`config.mk`:
```
export PLATFORM = sky130hd
export DESIGN_NAME = alu_seq_unit_flat
export DESIGN_NICKNAME = d
export VERILOG_FILES = /design/src/rtl/alu_seq_unit_if.sv /design/src/rtl/alu_seq_unit.sv /design/src/flat_wrapper.sv
export SDC_FILE = /design/constraint.sdc
export NUM_CORES = 1
export LEC_CHECK = 0
export CAP_MARGIN = 20
export CELL_PAD_IN_SITES_DETAIL_PLACEMENT = 1
export CELL_PAD_IN_SITES_GLOBAL_PLACEMENT = 1
export CORE_MARGIN = 2
export CORE_UTILIZATION = 30
export CTS_BUF_LIST = sky130_fd_sc_hd__clkbuf_8
export DETAILED_ROUTE_END_ITERATION = 10
export PLACE_DENSITY_LB_ADDON = 0.08
export SLEW_MARGIN = 15
export SYNTH_ARGS = -nofsm -noshare
export SYNTH_HDL_FRONTEND = slang
export SYNTH_SLANG_ARGS = --single-unit
```
`constraint.sdc`:
```
create_clock -name clk -period 4.5 [get_ports clk]
set_input_delay 0.45 -clock clk [delete_from_list [all_inputs] [get_ports clk]]
set_output_delay 0.45 -clock clk [all_outputs]
set_load 0.02 [all_outputs]
```
`src/rtl/alu_seq_unit_if.sv`:
```
// Request/response bundle for alu_seq_unit.
//   master : command issuer / response consumer (drives in_valid, op, a, b, out_ready)
//   slave  : the ALU (drives in_ready, out_valid, result, result_hi and status flags)
interface alu_seq_unit_if #(
  parameter int WIDTH = 8
);
  logic             in_valid;
  logic             in_ready;
  logic [1:0]       op;
  logic [WIDTH-1:0] a;
  logic [WIDTH-1:0] b;
  logic             out_valid;
  logic             out_ready;
  logic [WIDTH-1:0] result;
  logic [WIDTH-1:0] result_hi;
  logic             sign;
  logic             zero;
  logic             carry;
  logic             parity;
  logic             overflow;
  logic             div_by_zero;

  modport master (
    output in_valid, op, a, b, out_ready,
    input  in_ready, out_valid, result, result_hi,
           sign, zero, carry, parity, overflow, div_by_zero
  );

  modport slave (
    input  in_valid, op, a, b, out_ready,
    output in_ready, out_valid, result, result_hi,
           sign, zero, carry, parity, overflow, div_by_zero
  );
endinterface

```
`src/rtl/alu_seq_unit.sv`:
```
// Multi-cycle handshaked ALU: add/sub in one execute cycle, iterative
// shift-add multiply and restoring divide, one command in flight.
// Ports:
//   clk   - system clock, rising edge
//   rst_n - asynchronous active-low reset
//   bus   - alu_seq_unit_if.slave: valid/ready command (op, a, b) and
//           valid/ready response (result, result_hi, flags)
// Build option: define ALU_MUL_EARLY_EN to let MUL finish as soon as the
// remaining multiplier bits are all zero.
//
// state | meaning
// IDLE  | in_ready=1, waiting for a command
// EXEC  | single-cycle add / sub / divide-by-zero
// MUL   | shift-add multiply, one multiplier bit per cycle (LSB first)
// DIV   | restoring divide, one quotient bit per cycle (MSB first)
// DONE  | response held until out_ready
module alu_seq_unit #(
  parameter int WIDTH = 8
) (
  input  logic          clk,
  input  logic          rst_n,
  alu_seq_unit_if.slave bus
);
  localparam int CW = $clog2(WIDTH);

  typedef enum logic [2:0] {IDLE, EXEC, MUL, DIV, DONE} state_t;

  state_t               r_state;
  logic [1:0]           r_op;
  logic [WIDTH-1:0]     r_a, r_b;
  logic [2*WIDTH-1:0]   r_acc, r_mcand;
  logic [WIDTH-1:0]     r_mb, r_rem, r_quo;
  logic [CW-1:0]        r_cnt;
  logic                 r_in_ready, r_out_valid;
  logic [WIDTH-1:0]     r_result, r_result_hi;
  logic                 r_sign, r_zero, r_carry, r_parity, r_overflow, r_dbz;

  logic [WIDTH:0]       w_sum;
  logic [WIDTH-1:0]     w_diff;
  logic [2*WIDTH-1:0]   w_acc_next;
  logic [WIDTH:0]       w_trial, w_trial_sub;
  logic                 w_ge;
  logic [WIDTH-1:0]     w_rem_next, w_quo_next;
  logic                 w_mul_last;
  logic                 w_fin_done, w_fin_carry, w_fin_ovf, w_fin_dbz, w_fin_zero;
  logic [WIDTH-1:0]     w_fin_res, w_fin_hi;

  assign w_sum       = {1'b0, r_a} + {1'b0, r_b};
  assign w_diff      = r_a - r_b;
  assign w_acc_next  = r_acc + (r_mb[0] ? r_mcand : '0);
  // Partial remainder is always < b, so the shifted trial fits in WIDTH+1 bits.
  assign w_trial     = {r_rem, r_quo[WIDTH-1]};
  assign w_trial_sub = w_trial - {1'b0, r_b};
  assign w_ge        = (w_trial >= {1'b0, r_b});
  assign w_rem_next  = w_ge ? w_trial_sub[WIDTH-1:0] : w_trial[WIDTH-1:0];
  assign w_quo_next  = {r_quo[WIDTH-2:0], w_ge};

`ifdef ALU_MUL_EARLY_EN
  assign w_mul_last = (r_mb[WIDTH-1:1] == '0);
`else
  assign w_mul_last = (r_cnt == '0);
`endif

  // Final result/flags for the cycle that moves into DONE.
  always_comb begin
    w_fin_done  = 1'b0;
    w_fin_res   = '0;
    w_fin_hi    = '0;
    w_fin_carry = 1'b0;
    w_fin_ovf   = 1'b0;
    w_fin_dbz   = 1'b0;
    w_fin_zero  = 1'b0;
    case (r_state)
      EXEC: begin
        w_fin_done = 1'b1;
        case (r_op)
          2'b00: begin
            w_fin_res   = w_sum[WIDTH-1:0];
            w_fin_carry = w_sum[WIDTH];
            w_fin_ovf   = (r_a[WIDTH-1] & r_b[WIDTH-1] & ~w_sum[WIDTH-1]) |
                          (~r_a[WIDTH-1] & ~r_b[WIDTH-1] & w_sum[WIDTH-1]);
          end
          2'b01: begin
            w_fin_res   = w_diff;
            w_fin_carry = (r_a < r_b);
            w_fin_ovf   = (r_a[WIDTH-1] ^ r_b[WIDTH-1]) & (r_a[WIDTH-1] ^ w_diff[WIDTH-1]);
          end
          default: begin
            // Only divide-by-zero reaches EXEC with a non add/sub opcode.
            w_fin_res = '1;
            w_fin_hi  = r_a;
            w_fin_dbz = 1'b1;
          end
        endcase
        w_fin_zero = (w_fin_res == '0);
      end
      MUL: begin
        w_fin_done  = w_mul_last;
        w_fin_res   = w_acc_next[WIDTH-1:0];
        w_fin_hi    = w_acc_next[2*WIDTH-1:WIDTH];
        w_fin_carry = (w_fin_hi != '0);
        w_fin_zero  = (w_acc_next == '0);
      end
      DIV: begin
        w_fin_done = (r_cnt == '0);
        w_fin_res  = w_quo_next;
        w_fin_hi   = w_rem_next;
        w_fin_zero = (w_quo_next == '0);
      end
      default: ;
    endcase
  end

  always_ff @(posedge clk or negedge rst_n) begin
    if (!rst_n) begin
      r_state     <= IDLE;
      r_op        <= '0;
      r_a         <= '0;
      r_b         <= '0;
      r_acc       <= '0;
      r_mcand     <= '0;
      r_mb        <= '0;
      r_rem       <= '0;
      r_quo       <= '0;
      r_cnt       <= '0;
      r_in_ready  <= 1'b1;
      r_out_valid <= 1'b0;
      r_result    <= '0;
      r_result_hi <= '0;
      r_sign      <= 1'b0;
      r_zero      <= 1'b0;
      r_carry     <= 1'b0;
      r_parity    <= 1'b0;
      r_overflow  <= 1'b0;
      r_dbz       <= 1'b0;
    end else begin
      case (r_state)
        IDLE: begin
          if (bus.in_valid) begin
            r_op       <= bus.op;
            r_a        <= bus.a;
            r_b        <= bus.b;
            r_acc      <= '0;
            r_mcand    <= {{WIDTH{1'b0}}, bus.a};
            r_mb       <= bus.b;
            r_rem      <= '0;
            r_quo      <= bus.a;
            r_cnt      <= CW'(WIDTH - 1);
            r_in_ready <= 1'b0;
            case (bus.op)
              2'b10:   r_state <= MUL;
              2'b11:   r_state <= (bus.b != '0) ? DIV : EXEC;
              default: r_state <= EXEC;
            endcase
          end
        end
        MUL: begin
          r_acc   <= w_acc_next;
          r_mcand <= r_mcand << 1;
          r_mb    <= r_mb >> 1;
          r_cnt   <= r_cnt - 1'b1;
        end
        DIV: begin
          r_rem <= w_rem_next;
          r_quo <= w_quo_next;
          r_cnt <= r_cnt - 1'b1;
        end
        DONE: begin
          if (bus.out_ready) begin
            r_out_valid <= 1'b0;
            r_in_ready  <= 1'b1;
            r_state     <= IDLE;
          end
        end
        default: ;
      endcase

      if (w_fin_done) begin
        r_state     <= DONE;
        r_out_valid <= 1'b1;
        r_result    <= w_fin_res;
        r_result_hi <= w_fin_hi;
        r_sign      <= w_fin_res[WIDTH-1];
        r_zero      <= w_fin_zero;
        r_carry     <= w_fin_carry;
        r_parity    <= ~^w_fin_res;
        r_overflow  <= w_fin_ovf;
        r_dbz       <= w_fin_dbz;
      end
    end
  end

  assign bus.in_ready    = r_in_ready;
  assign bus.out_valid   = r_out_valid;
  assign bus.result      = r_result;
  assign bus.result_hi   = r_result_hi;
  assign bus.sign        = r_sign;
  assign bus.zero        = r_zero;
  assign bus.carry       = r_carry;
  assign bus.parity      = r_parity;
  assign bus.overflow    = r_overflow;
  assign bus.div_by_zero = r_dbz;
endmodule

```
`src/flat_wrapper.sv`:
```
// flat-port wrapper written by rule: the top's interface ports become plain ports
module alu_seq_unit_flat 
#(
  parameter int WIDTH = 8
)
  (clk, rst_n, bus_in_valid, bus_op, bus_a, bus_b, bus_out_ready, bus_in_ready, bus_out_valid, bus_result, bus_result_hi, bus_sign, bus_zero, bus_carry, bus_parity, bus_overflow, bus_div_by_zero);
  alu_seq_unit_if #(.WIDTH(WIDTH)) bus_i ();
  input  logic clk;
  input  logic rst_n;
  input wire logic [$bits(bus_i.in_valid)-1:0] bus_in_valid;
  input wire logic [$bits(bus_i.op)-1:0] bus_op;
  input wire logic [$bits(bus_i.a)-1:0] bus_a;
  input wire logic [$bits(bus_i.b)-1:0] bus_b;
  input wire logic [$bits(bus_i.out_ready)-1:0] bus_out_ready;
  output wire logic [$bits(bus_i.in_ready)-1:0] bus_in_ready;
  output wire logic [$bits(bus_i.out_valid)-1:0] bus_out_valid;
  output wire logic [$bits(bus_i.result)-1:0] bus_result;
  output wire logic [$bits(bus_i.result_hi)-1:0] bus_result_hi;
  output wire logic [$bits(bus_i.sign)-1:0] bus_sign;
  output wire logic [$bits(bus_i.zero)-1:0] bus_zero;
  output wire logic [$bits(bus_i.carry)-1:0] bus_carry;
  output wire logic [$bits(bus_i.parity)-1:0] bus_parity;
  output wire logic [$bits(bus_i.overflow)-1:0] bus_overflow;
  output wire logic [$bits(bus_i.div_by_zero)-1:0] bus_div_by_zero;
  assign bus_i.in_valid = bus_in_valid;
  assign bus_i.op = bus_op;
  assign bus_i.a = bus_a;
  assign bus_i.b = bus_b;
  assign bus_i.out_ready = bus_out_ready;
  assign bus_in_ready = bus_i.in_ready;
  assign bus_out_valid = bus_i.out_valid;
  assign bus_result = bus_i.result;
  assign bus_result_hi = bus_i.result_hi;
  assign bus_sign = bus_i.sign;
  assign bus_zero = bus_i.zero;
  assign bus_carry = bus_i.carry;
  assign bus_parity = bus_i.parity;
  assign bus_overflow = bus_i.overflow;
  assign bus_div_by_zero = bus_i.div_by_zero;
  alu_seq_unit #(.WIDTH(WIDTH)) u_core (.clk(clk), .rst_n(rst_n), .bus(bus_i));
endmodule
```
==> impl_metrics.tcl <==
set metrics [dict create \
    status "complete, no violations" \
    rrSetupSlack_ns 0.92 \
    nFillCells 2466 \
    vias 5328 \
    first_pass_iters 4 \
    cts_made_buffers 9 \
    syn_avg_cell_area_um2 9.04 \
    rsz0062_at_grt "false" \
    drv_slew 0 \
    dr.first_iter.drc_count 238 \
    cts_tree "yes" \
    grt_overflow 0 \
    clkTransAtPathRegs_ns 0.11 \
    crit_buf_inv 1 \
    synth_ff_type "dfrtp_1" \
    grt_pass1_wl_um 32100 \
    wl_met1_um 9700 \
    period_needed_ns 3.58 \
    p_sw_uw 2490 \
    max-cap-violations 0 \
    r2r-start "u_core.r_mb[0]$_DFFE_PN0P_" \
    rr_worst_depth 14 \
    min_path_cells 2 \
    drc 0 \
    gp_congestion 0.827 \
    async_flop_share 1.00 \
    hold_class "reg2reg" \
    syn2layout_area_growth_pct 15.1 \
    p_comb_frac 0.562 \
    ys_types 60 \
    intPower_uw 2820 \
    routed_wirelength_um 20400 \
    root_buffer "clkbuf_8" \
    layout-drive-gt1-share 0.0476 \
    fin_crit_sh 0.795 \
    grt_use_total 0.189 \
    fin_tns_setup_ns 0 \
    die-area_um2 22200 \
    finalHoldViolations 0 \
    io_pins 46 \
    power_density_nw_per_um2 732 \
    setup_viol 0 \
    grt_pass1_vias 5605 \
    slowest_delay_ns 0.61 \
    ctsLongestPathBuffers 2 \
    cp-start-kind "flop" \
    path_class "reg2reg" \
    highest_layer "met4" \
    worstHoldStart "u_core.bus.result[1]$_DFFE_PN0P_" \
    initial_core_util 0.303 \
    p_total_uw 5310 \
    cts_resized 0 \
    synthesis.area_um2 6310 \
    reg2reg_to "u_core.bus.zero$_DFFE_PN0P_" \
    io_buffers 45 \
    synth_nets 766 \
    crit_fanout 17 \
    syn_inst 698 \
    max_freq_mhz 279 \
    wl_per_cell_um 20.2 \
    p_leak_uw 0.00341 \
    swShare 0.469 \
    nets 800 \
    dpl.hpwl_um 15800 \
    via_per_inst 5.27 \
    wl_met2_um 9870 \
    die_width_um 149 \
    n_antenna_cell 0 \
    cp_data_required_time_ns 4.83 \
    detailed_place.area_um2 7050 \
    slew_headroom 0.466 \
    detail-route-antenna-nets 0 \
    p_seq_frac 0.320 \
    coreArea_um2 20800 \
    cp_top_family "simple AND/OR/NAND/NOR gates" \
    cts.sinks 103 \
    synth_edf_count 0 \
    clock_power_share 0.119 \
    insertion_delay_ns 0.39 \
    die_h_um 149 \
    yosysWarnings 0 \
    endpoint_kind "flop" \
    path_cells "and2_1 > ha_1 > inv_1 > fa_1 > nor2b_1 > o31a_1 > o21bai_1 > a21oi_1 > mux2i_1 > o2111a_1 > nand3_1 > or4b_1 > nor3_1 > o22a_1" \
    grt_max_degree 44 \
    fp-row-count 53 \
    antenna_found_initial 0 \
    fin_skew_ns 0.0104 \
    final_area_um2 7260 \
    vdd_ir_drop_max_mv 0.208 \
    seq_area_frac_synth 0.409 \
    met3_length_um 647 \
    worst_slew_pin_slew_ns 0.800 \
    slowest_stage "dfrtp_1" \
    arrival_ns 3.91 \
    whs_endpoint "u_core.bus.result[1]$_DFFE_PN0P_" \
    synth.ff_latch_count 103 \
    cts_max_level 3 \
]
[power groups by stage]
stage	registers, uW	clock network [uW]	logic, uW
2_1_floorplan	1620	0	2080
3_3_place_gp	1700	0	2920
3_5_place_dp	1720	0	3010
4_1_cts	1700	653	3030
5_1_grt	1750	685	3340
6_report	1700	631	2980
[cells in the mapped netlist, drive strengths merged (4+ instances only)]
cell type / n / area, um^2
dfrtp: 102 / 2550
nand2: 88 / 330
nor2: 59 / 221
a21oi: 52 / 260
o21ai: 45 / 225
ha: 42 / 526
inv: 33 / 124
a21o: 27 / 203
clkbuf: 26 / 97.6
and2: 24 / 150
xnor2: 21 / 184
a22o: 15 / 131
nor3: 13 / 65.1
a221o: 10 / 100
nand2b: 10 / 62.6
nor2b: 10 / 62.6
a22oi: 8 / 60.1
nand3: 8 / 40.0
xor2: 8 / 70.1
a31oi: 7 / 43.8
buf: 7 / 36.3
nand4: 7 / 43.8
mux2i: 6 / 60.1
nor3b: 6 / 45.0
o21bai: 5 / 37.5
a211oi: 4 / 35.0
fa: 4 / 80.1
[cell families after synthesis]
group	count (synthesis)	synth area share
fa+ha+maj	46	0.0960
flops	103	0.409
mux	7	0.0113
compound gates	203	0.216
simple gates	243	0.183
xor+xnor	30	0.0438
buf+inv	66	0.0409
[registers in the layout (all words and copies together) (netlist names)]
signal,flops
u_core.bus.sign,1
u_core.bus.parity,1
u_core.bus.result_hi,8
u_core.bus.carry,1
u_core.r_mb,8
u_core.r_quo,8
u_core.r_a,8
u_core.bus.overflow,1
u_core.bus.zero,1
u_core.r_mcand,16
u_core.bus.div_by_zero,1
u_core.r_b,8
u_core.r_cnt,3
u_core.bus.result,7
u_core.r_acc,16
u_core.bus.in_ready,1
u_core.r_state,3
u_core.bus.out_valid,1
u_core.r_rem,8
u_core.r_op,2
[how the worst max path moves through the flow]
| stage | from | endpoint | slack [ns] | cells after the start |
|---|---|---|---|---|
| after floorplan | u_core.r_mb[0]$_DFFE_PN0P_ | u_core.bus.zero$_DFFE_PN0P_ | 1.31 | 15 |
| after global placement | u_core.r_mb[0]$_DFFE_PN0P_ | u_core.bus.parity$_DFFE_PN0P_ | 1.02 | 12 |
| after detailed placement | u_core.r_mb[0]$_DFFE_PN0P_ | u_core.bus.parity$_DFFE_PN0P_ | 1.0 | 12 |
| after CTS | u_core.r_mb[0]$_DFFE_PN0P_ | u_core.bus.zero$_DFFE_PN0P_ | 0.92 | 14 |
| after global routing | u_core.r_mb[0]$_DFFE_PN0P_ | u_core.bus.zero$_DFFE_PN0P_ | 0.56 | 14 |
| final | u_core.r_mb[0]$_DFFE_PN0P_ | u_core.bus.zero$_DFFE_PN0P_ | 0.92 | 14 |
[final cells by class]
type                    count  area [um^2]  area share
multi-input cells         529         3480       0.480
flip-flops and latches    103         2580       0.355
repair buffers             56          533      0.0734
well taps                 275          344      0.0474
clock buffers              10          138      0.0190
inverters                  33          124      0.0171
clock inverters             5         58.8     0.00810
[metal layers]
layer,vias to the layer above,global-route usage
met2,81,0.324
met1,2704,0.258
met4,0,0.0338
li1,2533,-
met3,10,0.0278
met5,-,0
[worst min-delay path, stage by stage (launching register included)]
cell     delay (ns)
dfrtp_1        0.36
nand2_1        0.05
nand2_1        0.04
[through the flow]
step / util / cells / hold slack [ns] / setup slack, ns
detailed placement: 0.339 / 995 / 0.367 / 0.997
global placement: 0.339 / 995 / 0.361 / 1.02
finish: 0.349 / 1011 / 0.478 / 0.922
global route: 0.349 / 1011 / 0.496 / 0.560
CTS: 0.349 / 1011 / 0.486 / 0.915
floorplan: - / 698 / 0.154 / 1.31
[what timing repair did]
item,in CTS,in global routing
hold buffers,1,0
endpoints found under the setup margin,0,0
setup buffers,0,0
endpoints found under the hold margin,17,0
[placed cells by master (no fill, tap or decap), drive strengths merged, types with 10 or more instances in the layout]
cell type / instances
o21ai: 45
a21o: 27
nor2b: 10
xnor2: 21
buf: 11
nor3: 13
a221o: 10
ha: 42
nand2b: 10
clkdlybuf4s50: 44
dfrtp: 102
clkbuf: 10
a22o: 15
nand2: 88
nor2: 59
inv: 35
a21oi: 52
and2: 24
(Power assumes the default switching activity.)
